--- config.mk ---
export PLATFORM = sky130hd
export DESIGN_NAME = pool_window_feeder
export DESIGN_NICKNAME = d
export VERILOG_FILES = /design/src/rtl/pool_window_feeder.sv
export SDC_FILE = /design/constraint.sdc
export NUM_CORES = 1
export LEC_CHECK = 0
export CAP_MARGIN = 20
export CORE_MARGIN = 10
export CORE_UTILIZATION = 62
export DETAILED_ROUTE_END_ITERATION = 7
export PLACE_DENSITY = 0.8
export SYNTH_ARGS = -nofsm -noshare
export SYNTH_HDL_FRONTEND = slang
export SYNTH_SLANG_ARGS = --single-unit
--- constraint.sdc ---
create_clock -name clk -period 4.7 [get_ports clk]
set_clock_uncertainty 0.15 [all_clocks]
set_input_delay 0.705 -clock clk [delete_from_list [all_inputs] [get_ports clk]]
set_output_delay 0.705 -clock clk [all_outputs]
set_load 0.02 [all_outputs]
--- src/rtl/pool_window_feeder.sv ---
// pool_window_feeder: reorders a row-major activation stream into
// 2x2 window order (TL, TR, BL, BR) for the max-pooling stage.
module pool_window_feeder #(
    parameter int DATA_W = 8,
    parameter int MAX_W  = 32,
    parameter int CW     = $clog2(MAX_W) + 1
) (
    input  logic              clk,
    input  logic              reset,
    input  logic              start,
    input  logic [CW-1:0]     cfg_width,
    input  logic [7:0]        cfg_height,
    input  logic [DATA_W-1:0] in,
    input  logic              in_valid,
    output logic              in_ready,
    output logic [DATA_W-1:0] out,
    output logic              out_en,
    output logic              out_last,
    output logic              busy
);

    localparam int AW = (MAX_W > 1) ? $clog2(MAX_W) : 1;

    typedef enum logic [2:0] {
        S_IDLE,
        S_TOP,
        S_BOT0,
        S_BOT1,
        S_EMIT1,
        S_EMIT2,
        S_EMIT3
    } state_t;

    state_t            state_q, state_d;
    logic [CW-1:0]     col_q, col_d;
    logic [6:0]        rowp_q, rowp_d;
    logic [CW-1:0]     w_q, w_d;
    logic [7:0]        h_q, h_d;
    logic [DATA_W-1:0] hold0_q, hold0_d;
    logic [DATA_W-1:0] hold1_q, hold1_d;
    logic [DATA_W-1:0] out_q, out_d;
    logic              out_en_q, out_en_d;
    logic              out_last_q, out_last_d;

    logic [DATA_W-1:0] linebuf [MAX_W];
    logic              lb_we;

    logic [CW-1:0]     wf;
    logic [7:0]        hf;
    logic              cfg_ok;
    logic              xfer;
    logic              col_last;
    logic              rowp_last;

    // Bit 0 of both dimensions is masked so frames are always even.
    assign wf       = cfg_width & ~CW'(1);
    assign hf       = cfg_height & 8'hFE;
    assign cfg_ok   = (wf != '0) && (wf <= CW'(MAX_W)) && (hf != 8'd0);

    assign in_ready = (state_q == S_TOP)  ||
                      (state_q == S_BOT0) ||
                      (state_q == S_BOT1);
    assign busy     = (state_q != S_IDLE);
    assign xfer     = in_valid & in_ready;

    assign col_last  = (col_q == w_q - CW'(1));
    assign rowp_last = ({rowp_q, 1'b0} == h_q - 8'd2);

    assign out      = out_q;
    assign out_en   = out_en_q;
    assign out_last = out_last_q;

    always_comb begin
        state_d    = state_q;
        col_d      = col_q;
        rowp_d     = rowp_q;
        w_d        = w_q;
        h_d        = h_q;
        hold0_d    = hold0_q;
        hold1_d    = hold1_q;
        out_d      = out_q;
        out_en_d   = 1'b0;
        out_last_d = 1'b0;
        lb_we      = 1'b0;

        unique case (state_q)
            S_IDLE: begin
                if (start && cfg_ok) begin
                    w_d     = wf;
                    h_d     = hf;
                    col_d   = '0;
                    rowp_d  = '0;
                    state_d = S_TOP;
                end
            end
            S_TOP: begin
                if (xfer) begin
                    lb_we = 1'b1;
                    if (col_last) begin
                        col_d   = '0;
                        state_d = S_BOT0;
                    end else begin
                        col_d = col_q + CW'(1);
                    end
                end
            end
            S_BOT0: begin
                if (xfer) begin
                    hold0_d = in;
                    col_d   = col_q + CW'(1);
                    state_d = S_BOT1;
                end
            end
            S_BOT1: begin
                // col already points at the odd (right) column here.
                if (xfer) begin
                    hold1_d  = in;
                    out_d    = linebuf[col_q[AW-1:0] - AW'(1)];
                    out_en_d = 1'b1;
                    state_d  = S_EMIT1;
                end
            end
            S_EMIT1: begin
                out_d    = linebuf[col_q[AW-1:0]];
                out_en_d = 1'b1;
                state_d  = S_EMIT2;
            end
            S_EMIT2: begin
                out_d    = hold0_q;
                out_en_d = 1'b1;
                state_d  = S_EMIT3;
            end
            S_EMIT3: begin
                out_d    = hold1_q;
                out_en_d = 1'b1;
                if (!col_last) begin
                    col_d   = col_q + CW'(1);
                    state_d = S_BOT0;
                end else if (!rowp_last) begin
                    col_d   = '0;
                    rowp_d  = rowp_q + 7'd1;
                    state_d = S_TOP;
                end else begin
                    out_last_d = 1'b1;
                    state_d    = S_IDLE;
                end
            end
            default: begin
                state_d = S_IDLE;
            end
        endcase
    end

    always_ff @(posedge clk or posedge reset) begin
        if (reset) begin
            state_q    <= S_IDLE;
            col_q      <= '0;
            rowp_q     <= '0;
            w_q        <= '0;
            h_q        <= '0;
            hold0_q    <= '0;
            hold1_q    <= '0;
            out_q      <= '0;
            out_en_q   <= 1'b0;
            out_last_q <= 1'b0;
        end else begin
            state_q    <= state_d;
            col_q      <= col_d;
            rowp_q     <= rowp_d;
            w_q        <= w_d;
            h_q        <= h_d;
            hold0_q    <= hold0_d;
            hold1_q    <= hold1_d;
            out_q      <= out_d;
            out_en_q   <= out_en_d;
            out_last_q <= out_last_d;
        end
    end

    // Line buffer holds the even row; deliberately left without reset.
    always_ff @(posedge clk) begin
        if (lb_we) begin
            linebuf[col_q[AW-1:0]] <= in;
        end
    end

endmodule
* Word-level counts from Yosys, hierarchy flattened
Memories as Yosys holds them, arrays and structs flattened.
Cells that the tools add are included.
W data, S select, Z words.
** Operators by class
- Add/subtract/negate cells :: 5
- Magnitude comparators :: 1
- Equal/unequal tests :: 16
- Muxes and demuxes :: 29
- Bitwise logic cells :: 1
- Reductions and logical operators :: 20
** Operators with widths (count)
- $mux W6 :: 6
- $pmux W8 S4 :: 1
- $pmux W6 S4 :: 1
- $mux W7 :: 3
- $pmux W3 S7 :: 1
- $mux W3 :: 5
- $ne A2 B2 Y1 const B :: 7
- $pmux W7 S2 :: 1
- $reduce_and A5 Y1 :: 2
- $eq A3 B3 Y1 const B :: 3
- $eq A8 B8 Y1 :: 1
- $mux W1 :: 8
- $mux W8 :: 1
- $reduce_and A2 Y1 :: 4
- $reduce_bool A4 Y1 :: 2
- $reduce_bool A8 Y1 :: 1
- $sub A8 B2 Y8 const B :: 1
- $add A7 B1 Y7 const B :: 1
- $add A6 B1 Y6 const B :: 1
- $eq A3 B2 Y1 const B :: 2
- $eq A6 B6 Y1 :: 1
- $le A6 B6 Y1 const B :: 1
- $reduce_bool A6 Y1 :: 1
- $sub A6 B1 Y6 const B :: 1
- 13 further kinds :: 16
** Storage, ports and cells
- Bits in registers :: 54
- Bits in writable memories :: 256
- Bits of input ports :: 26
- Output and inout port bits :: 12
- Logic and storage cells :: 83
- Memories :: 1
** Memory list
- linebuf :: depth 32, width 8, rd ports 2, clocked after Yosys merged registers in 0, write ports 1, RTL line 45 : logic [DATA_W-1:0] linebuf [MAX_W];

* Logic depth before layout (Yosys ltp)
Gate-level depths: netlist of the first run.
- Depth in word-level cells :: 8
- Gate-level depth with buffers :: 12
- Gate-level depth less buffers :: 9

* Worst setup path after synthesis of the first run
Ideal clock, no wire load.
- Path kind :: register to register
- From :: reg col_q[0]
- To :: reg out_q[0] (netlist: out[0])
- Setup time :: 0.137 ns
- Arrival :: 3.245 ns
- Data required time :: 4.413 ns
- Path slack :: 1.168 ns
- Cell stages (with the launch flop) :: 13
- Path buffers :: 6
- Period minus slack after synthesis :: 3.532 ns
- Cell sequence :: dfrtp_1 -> clkbuf_1 -> buf_2 -> buf_2 -> buf_2 -> inv_1 -> ha_1 -> clkbuf_1 -> clkbuf_1 -> mux4_2 -> mux4_2 -> mux2i_1 -> a21oi_1
** Between the ends
- Word-level cells in the longest chain between the ends :: 4
** RTL lines
- start, declared :: RTL line 35 : logic [CW-1:0] col_q, col_d;
- start signal, assigned :: RTL line 168 : col_q <= col_d;
- $sub A5 B1 Y5 :: RTL line 118 : out_d = linebuf[col_q[AW-1:0] - AW'(1)];
- $mem_v2 Z32 W8 (*)
- $mux W8 :: RTL line 116 : if (xfer) begin
- $pmux W8 S4 (*) :: RTL line 86 : unique case (state_q)
- end signal, assigned :: RTL line 174 : out_q <= out_d;
- end, declared :: RTL line 41 : logic [DATA_W-1:0] out_q, out_d;
Every way passes the cells marked *; elsewhere a longest branch is shown, timed or not. The select of a mux whose other input is x is not followed.
A chain may end at the register's enable or synchronous reset.

* Worst setup path in the final report of the first run
- From :: reg state_q[0]
- To :: mem linebuf[2][1], enable pin
** Between the ends
- Word-level cells in the longest chain between the ends :: 8
- Elaborated cells between the ends (all ways) :: 10
- Classes of those cells :: eq/ne (3); mux (4); bitwise (1); reduce/logical (2)
** RTL lines
- start, declared :: RTL line 34 : state_t state_q, state_d;
- start signal, assigned :: RTL line 167 : state_q <= state_d;
- $eq A3 B1 Y1 or $eq A3 B2 Y1 (tied branches) :: RTL line 60, 86, 61
- $logic_or A1 B1 Y1 :: RTL line 60 : assign in_ready = (state_q == S_TOP) ||
- $logic_or A1 B1 Y1 :: RTL line 61 : (state_q == S_BOT0) ||
- $and A1 B1 Y1 :: RTL line 64 : assign xfer = in_valid & in_ready;
- $mux W1 :: RTL line 97 : if (xfer) begin
- $mux W1 (*) :: RTL line 86
- $mux W1 (*) :: RTL line 182 : if (lb_we) begin
- $mux W1 (not written as such) (*) :: RTL line 183 : linebuf[col_q[AW-1:0]] <= in;
- end, declared :: RTL line 45
Every way passes the cells marked *; elsewhere a longest branch is shown, timed or not.

==> results of run 1 <==
==> power groups by stage <==
stage	combinational (mW)	clock (mW)	sequential, mW
global route	3.90	2.58	3.53
finish	3.68	2.45	3.51
floorplan	2.65	0	3.46
global placement	3.50	0	3.53
CTS	3.65	2.46	3.50
detailed placement	3.60	0	3.55
==> how the worst max path moves through the flow <==
stage	to
after floorplan	out[0]
after global placement	linebuf[27][0]
after detailed placement	linebuf[27][0]
after CTS	out[5]
after global routing	linebuf[27][4]
final	linebuf[2][1]
==> layout make-up <==
type,count,area [um^2],share of cell area [%]
repair buffers,71,640.6,3.853
clock inverters,16,101.3,0.6095
well taps,319,399.1,2.400
flip-flops and latches,310,9046,54.40
clock buffers,42,902.1,5.425
multi-input cells,485,5464,32.86
inverters,20,75.07,0.4515
==> routing by layer <==
| layer | vias up | track usage [%] |
|---|---|---|
| met5 | - | 0 |
| li1 | 3685 | - |
| met2 | 647 | 39.04 |
| met4 | 0 | 8.725 |
| met3 | 130 | 5.200 |
| met1 | 4579 | 33.20 |
==> logic make-up after synthesis <==
logic type	after synthesis	synth area share, %
buffers and inverters	73	2.146
AO/OA/AOI/OAI	110	5.289
XOR/XNOR	20	1.276
multiplexers	177	24.30
AND/OR/NAND/NOR	171	5.373
flip-flops	310	61.03
adder cells (fa/ha/maj)	7	0.5913
==> cell usage after synthesis, types with 3 or more instances <==
master	n	area [um^2]
edfxtp_1	256	7687
mux4_2	144	3243
nand2_1	58	217.7
nor2_1	57	214.0
dfrtp_1	54	1351
a21oi_1	25	125.1
clkbuf_1	25	93.84
buf_2	20	100.1
inv_1	17	63.81
a22oi_1	16	120.1
mux2_2	16	180.2
mux2i_1	16	160.2
nor3_1	13	65.06
nand3_1	12	60.06
o21ai_0	11	55.05
a31oi_1	10	62.56
xnor2_1	10	87.58
xor2_1	9	78.83
a32oi_1	8	70.07
o221ai_1	8	70.07
o22ai_1	8	50.05
ha_1	7	87.58
nand4_1	6	37.54
buf_1	5	18.77
o21ai_1	4	20.02
nor2b_1	3	18.77
o22ai_2	3	37.54
or3_1	3	18.77
==> through the flow <==
| step | setup WS, ns | hold slack [ns] | total power [mW] |
|---|---|---|---|
| 4_1_cts | 1.302 | 0.3299 | 9.612 |
| 5_1_grt | 0.9751 | 0.3549 | 10.01 |
| 3_3_place_gp | 0.9607 | 0.3146 | 7.031 |
| 6_report | 1.223 | 0.3339 | 9.638 |
| 2_1_floorplan | 1.168 | 0.2964 | 6.109 |
| 3_5_place_dp | 0.9548 | 0.3151 | 7.143 |
==> state kept, by name, indices dropped and copies added, names as in the netlist <==
name and cells:
hold1_q 8, col_q 6, linebuf 256, w_q 5
out_last 1, rowp_q 7, hold0_q 8, out_en 1
h_q 7, out 8, state_q 3
==> critical path, delay by kind of cell, from the launching register on <==
family                 cells  cell delay, ns
buffers and inverters      1            0.27
flip-flops                 1            0.82
AND/OR/NAND/NOR            3            1.86
==> reports/metrics.csv, run 1 <==
metric;value;unit
cts_setup_buffers;0;
drt-total-wl;36.97;mm
start_util;63.10;%
syn_inst;868;
synthDistinctLibCells;62;
io-pin-count;38;
place_inst;1205;
holdPathStages;2;
cp_cell_sequence;inv_1 > nor3b_1 > nand2_1 > nor2_1;
final_core_util;70.84;%
drt_first_pass_iters;7;
switching_power;3.277;mW
antenna_cells;0;
htreeDepth;2;
dpl.hpwl;23.89;mm
cts.sinks;310;
syn_to_final_growth;12.27;%
cts_inserted_buffers;34;
rsz0062_at_grt;no;
cts-root-buf;clkbuf_16;
crit_arrival;3.46;ns
yosys_warnings;0;
p_leak;5.456;nW
fin_cells;1263;
fin_crit;3.477;ns
dr_wl_met2;17.85;mm
finalWeightedCongestion;0.9286;
netSwitchingFraction;34.00;%
post_cts_resized;0;
worst_setup_path_start_kind;register;
cp_max_fo;26;
final_common_cell;edfxtp_1;
clock_latency;0.51;ns
met1_length;13.45;mm
synth-seq-cells;310;
final_cell_area;16630;um^2
placementRows;56;
avgSynthCellArea;17.06;um^2
path_clk_slew;0.06;ns
cts_tree;built;
power.internal;6.362;mW
comb_power_share;38.2;%
ant_nets;0;
end_kind;register;
min-delay-start;hold1_q[5];
hold_viol;0;
r2r_cells;4;
synthFlopType;edfxtp_1;
fillers;1381;
setup_viol;0;
tightestPinTransition;1.152;ns
yosysSeqAreaShare;61.03;%
synth_fp_nets;901;
critPathLaunch;state_q[0];
grt_first_pass_wirelength;57.37;mm
max_freq;0.2876;GHz
grt_max_degree;136;
vias;9041;
cap_violations;0;
seqPwrFrac;36.4;%
wl_per_cell;29.27;um
slew_headroom;22.64;%
clock_path_buffers;3;
r2r_start;state_q[0];
wl_met3;4.058;mm
slowest_delay;0.82;ns
die_w;174.6;um
final_net_count;955;
drc;0;
ir_worst_vdd;0.3948;mV
die_area;30470;um^2
status;finished clean;
cp_slowest_cell;dfrtp_1;
r2r_end;linebuf[2][1];
power_density;579.6;nW/um^2
synth_edf_count;256;
tns;0;ns
final_cell_mix;edfxtp_1, mux4_2, nand2_1;
grt_pass1_vias;9114;
grt_use_total;24.55;%
die-height;174.6;um
gr-total-overflow;0;
synth_async_sr_flop_share;17.42;%
top_layer_used;met4;
drive_above_1_share;27.65;%
design.core.area;23470;um^2
synthesis.area;14810;um^2
placed_area;15630;um^2
cp.required;4.68;ns
antenna_found_initial;1;
fin_crit_sh;73.98;%
worstHoldPathType;reg -> reg;
drt-vias-per-instance;7.158;
crit_type;reg -> reg;
reg2reg_slack;1.22;ns
cts_hold_buf;0;
clockPowerShare;25.4;%
io_buffers;35;
first_iter_violations;1508;
min_to;hold1_q[5];
maxSlewViolCount;0;
Power figures use the tool's default switching activity.
==> run 2: changes to the inputs <==
==> constraint.sdc (replaced) <==
create_clock -name clk -period 3.3 [get_ports clk]
set_clock_uncertainty 0.15 [all_clocks]
set_input_delay 0.495 -clock clk [delete_from_list [all_inputs] [get_ports clk]]
set_output_delay 0.495 -clock clk [all_outputs]
set_load 0.02 [all_outputs]
==> run 2 against run 1 <==
  * Clock power rose by 47%
  * Setup slack lost 0.86 ns
  * Sequential power grew 41%
  * Power is 45% higher
  * Utilization increased by 1.6 points
  * Sequential share of layout area fell by 1.2 points
  * Final area increased by 2.3%
  * Worst hold slack got worse by 0.19 ns
  * Cell count increased by 2.9%
  * Register-to-register slack got worse by 0.86 ns
  * First-iteration DRC count fell by 4.6%
==> reports/metrics.csv, run 2 (same netlist as run 1, synthesis figures left out) <==
metric;value;unit
worst_setup_path_start_kind;register;
setup_slack;0.3651;ns
die_area;30470;um^2
fin_cells;1300;
drive_above_1_share;30.58;%
first_iter_violations;1439;
final_common_cell;edfxtp_1;
grt_pass1_vias;9412;
die_w;174.6;um
path_clk_slew;0.07;ns
p_leak;5.676;nW
crit_type;reg -> reg;
io-pin-count;38;
drt_first_pass_iters;6;
total_power;13.99;mW
fin_crit;2.935;ns
ir_worst_vdd;0.4993;mV
fillers;1400;
clockPowerShare;25.7;%
clock_path_buffers;3;
multi_input_area;5464;um^2
cts.sinks;310;
syn_to_final_growth;14.83;%
finalWeightedCongestion;0.9582;
drt-total-wl;37.40;mm
cts_inserted_buffers;31;
die-height;174.6;um
io_buffers;35;
hold-worst-slack;0.1474;ns
power_density;822.5;nW/um^2
pre_cts_slack;0.3888;ns
end_kind;register;
cp_max_fo;51;
largest_reg_flops;256;
grt_first_pass_wirelength;58.26;mm
design.core.area;23470;um^2
antenna_found_initial;0;
comb_power_share;39.0;%
seqPwrFrac;35.3;%
vias;9202;
switching_power;4.721;mW
placementRows;56;
cap_violations;0;
cp.required;3.57;ns
place_inst;1240;
cts_tree;built;
dpl.hpwl;24.79;mm
power.internal;9.267;mW
maxSlewViolCount;0;
final_cell_mix;edfxtp_1, mux4_2, buf_4;
netSwitchingFraction;33.75;%
gr-total-overflow;0;
wl_per_cell;28.77;um
cts_setup_buffers;0;
tightestPinTransition;1.058;ns
cts-root-buf;clkbuf_16;
htreeDepth;1;
grt_max_degree;71;
cts_hold_buf;0;
slew_headroom;28.98;%
setup_viol;0;
worstHoldPathType;in -> async;
fin_crit_sh;88.94;%
hold_viol;0;
crit_arrival;3.21;ns
status;finished clean;
start_util;63.10;%
drc;0;
seq_area;9046;um^2
grt_use_total;24.68;%
tns;0;ns
final_net_count;989;
ant_nets;0;
antenna_cells;0;
clock_latency;0.57;ns
post_cts_resized;0;
rsz0062_at_grt;no;
drt-vias-per-instance;7.078;
max_freq;0.3407;GHz
==> run 2: changes by cell type in the layout (fill, tap and decap cells not counted) <==
cell             before  now
buf_4                34   66
bufinv_16             1    5
clkbuf_16            35   31
buf_12                2    5
clkinv_4              0    3
clkinv_1              9    7
clkinv_2              5    3
clkinvlp_4            1    3
buf_16                0    1
clkbuf_1              7    6
clkdlybuf4s50_1      34   35
==> run 2: through the flow <==
step	instance area [um^2]	util, %
floorplan	14830	-
global placement	15930	67.87
detailed placement	15930	67.87
CTS	16970	72.31
global route	17010	72.45
finish	17010	72.45
==> run 2: power by group through the flow <==
stage	clock (mW)	combinational [mW]	sequential, mW
6_report	3.60	5.45	4.94
5_1_grt	3.78	5.75	4.97
4_1_cts	3.63	5.39	4.92
3_5_place_dp	0	5.33	4.99
3_3_place_gp	0	5.21	4.96
2_1_floorplan	0	3.80	4.92
==> run 2: final cells by class <==
type / instances / area share, %
Multi-Input combinational cell: 485 / 32.13
Clock inverter: 21 / 1.442
Timing Repair Buffer: 108 / 5.753
Sequential cell: 310 / 53.19
Clock buffer: 37 / 4.694
Tap cell: 319 / 2.347
Inverter: 20 / 0.4414
==> run 2: worst max-delay path, cell delays in order, from the launching register on <==
cell and delay (ns):
dfrtp_4 0.43, buf_12 0.33, buf_12 0.34, mux4_2 0.60, mux4_2 0.56, mux2i_1 0.25
a21oi_1 0.10
==> run 2: routing by layer <==
metal / GRT usage, % / part of all wire, %
met1: 33.56 / 37
met2: 39.44 / 49
met3: 4.009 / 9.8
met4: 9.961 / 4.3
met5: 0 / 0
==> run 2: final timing paths <==
check	start	to	slack [ns]	depth (start not counted)
max	col_q[0]	out[5]	0.37	6
min	reset	hold1_q[0]	0.15	2
max reg2reg	col_q[0]	out[5]	0.37	6
min reg2reg	hold1_q[4]	hold1_q[4]	0.34	2
max in group asynchronous	reset	w_q[1]	2.30	3
min in group clk	hold1_q[4]	hold1_q[4]	0.34	2
==> run 3: changes to the inputs <==
--- a/config.mk
+++ b/config.mk
@@ -8,8 +8,9 @@
 export CAP_MARGIN = 20
 export CORE_MARGIN = 10
 export CORE_UTILIZATION = 62
+export CTS_CLUSTER_SIZE = 28
 export DETAILED_ROUTE_END_ITERATION = 7
-export PLACE_DENSITY = 0.8
+export PLACE_DENSITY = 0.79
 export SYNTH_ARGS = -nofsm -noshare
 export SYNTH_HDL_FRONTEND = slang
 export SYNTH_SLANG_ARGS = --single-unit
==> run 3 against run 2 <==
  * Sequential share of layout area increased by 0.42 points
  * Clock-buffer cell count increased by 1
  * Critical path depth rose by 1
  * Clock power shrank 5.6%
  * Sequential cell count is the same
  * Via count shrank 1.8%
  * Worst hold slack gained 0.089 ns
  * Register-to-register slack lost 0.08 ns
  * Critical endpoint is now col_q[1]
==> reports/metrics.csv, run 3 (same netlist as run 1, synthesis figures left out) <==
metric;value;unit
grt_use_total;24.45;%
crit_arrival;3.34;ns
crit_type;reg -> reg;
worst_setup_path_start_kind;register;
cp_cell_sequence;buf_12 > nand4_1 > or2_2 > o31ai_4 > buf_4 > nand2_1 > o21ai_1;
cts_hold_buf;0;
pre_cts_slack;0.3188;ns
first_iter_violations;1234;
fin_crit;3.017;ns
gr-total-overflow;0;
placementRows;56;
worstHoldPathType;in -> async;
cp_max_fo;135;
cts-root-buf;clkbuf_16;
final_net_count;983;
wl_per_cell;28.69;um
io-pin-count;38;
ant_nets;0;
seq_area;9046;um^2
antenna_found_initial;0;
post_cts_resized;0;
tightestPinTransition;1.105;ns
final_core_util;71.88;%
die_w;174.6;um
antenna_cells;0;
ir_worst_vdd;0.5541;mV
dpl.hpwl;24.18;mm
htreeDepth;1;
design.core.area;23470;um^2
setup_slack;0.2832;ns
rsz0062_at_grt;no;
r2r_start;col_q[0];
die_area;30470;um^2
placed_area;15880;um^2
cts_inserted_buffers;31;
end_kind;register;
drt_first_pass_iters;5;
crit_family;simple AND/OR/NAND/NOR gates;
vias;9036;
largest_reg_flops;256;
r2r_cells;7;
final_cell_area;16870;um^2
final_common_cell;edfxtp_1;
finalWeightedCongestion;0.9613;
fin_crit_sh;91.42;%
final_cell_mix;edfxtp_1, mux4_2, buf_4;
fillers;1380;
cts.sinks;310;
max_freq;0.3315;GHz
p_leak;5.611;nW
grt_first_pass_wirelength;57.00;mm
netSwitchingFraction;33.83;%
grt_pass1_vias;9096;
drive_above_1_share;29.88;%
multi_input_area;5464;um^2
drc;0;
start_util;63.10;%
seqPwrFrac;35.8;%
hold_viol;0;
io_buffers;35;
syn_to_final_growth;13.92;%
power.internal;9.124;mW
cts_setup_buffers;0;
comb_power_share;39.6;%
cap_violations;0;
status;finished clean;
cp.required;3.62;ns
cp_slowest_cell;buf_12;
clock_path_buffers;3;
setup_viol;0;
drt-vias-per-instance;6.988;
drt-total-wl;37.09;mm
cts_tree;built;
critPathBufInv;2;
grt_max_degree;136;
clock_latency;0.57;ns
reg2reg_slack;0.28;ns
slew_headroom;26.07;%
tns;0;ns
clockPowerShare;24.7;%
maxSlewViolCount;0;
switching_power;4.666;mW
path_clk_slew;0.06;ns
power_density;817.3;nW/um^2
die-height;174.6;um
r2r_end;col_q[1];
slowest_delay;0.61;ns
-- run 3: changes by cell type in the layout (fill, tap and decap cells not counted), moves of 2 or more --
| cell | change |
|---|---|
| clkinv_2 | +2 |
| clkinvlp_4 | -2 |
| buf_4 | -4 |
| bufinv_16 | -2 |
| clkinv_4 | -3 |
| inv_6 | +2 |
-- run 3: power groups by stage --
stage	registers, mW	clock network [mW]	logic, mW
2_1_floorplan	4.92	0	3.80
3_3_place_gp	4.97	0	5.15
3_5_place_dp	5.00	0	5.33
4_1_cts	4.92	3.44	5.37
5_1_grt	4.97	3.61	5.78
6_report	4.93	3.40	5.45
-- run 3: how the worst max path moves through the flow --
stage	cells past startpoint	endpoint	from	slack, ns
after floorplan	12	out[0]	col_q[0]	0.03
after global placement	7	out[1]	col_q[0]	0.34
after detailed placement	7	out[1]	col_q[0]	0.32
after CTS	7	out[1]	col_q[0]	0.28
after global routing	7	col_q[3]	col_q[0]	0.08
final	7	col_q[1]	col_q[0]	0.28
-- run 3: per-stage QoR --
stage          power (mW)  hold slack (ns)  cells
2_1_floorplan       8.720           0.2964    868
3_3_place_gp        10.13           0.3087   1235
3_5_place_dp        10.33           0.3155   1235
4_1_cts             13.73           0.2494   1292
5_1_grt             14.35           0.3119   1293
6_report            13.79           0.2364   1293
-- run 3: worst reg2reg max path, cell delays in order (launching register included) --
cell and delay, ns:
dfrtp_4 0.42, buf_12 0.61, nand4_1 0.58, or2_2 0.50
o31ai_4 0.24, buf_4 0.22, nand2_1 0.07, o21ai_1 0.13
-- run 3: metal layers --
metal,wire length [um],GRT usage [%],vias up
li1,-,-,3739
met4,1543,9.325,0
met2,18170,38.45,563
met3,3673,4.420,105
met5,0,0,-
met1,13700,33.72,4629
-- run 3: area by class of cell --
type / count / area share (%)
clock buffers: 38 / 4.753
clock inverters: 19 / 1.038
inverters: 20 / 0.4449
multi-input cells: 485 / 32.38
flip-flops and latches: 310 / 53.62
well taps: 319 / 2.366
repair buffers: 102 / 5.399
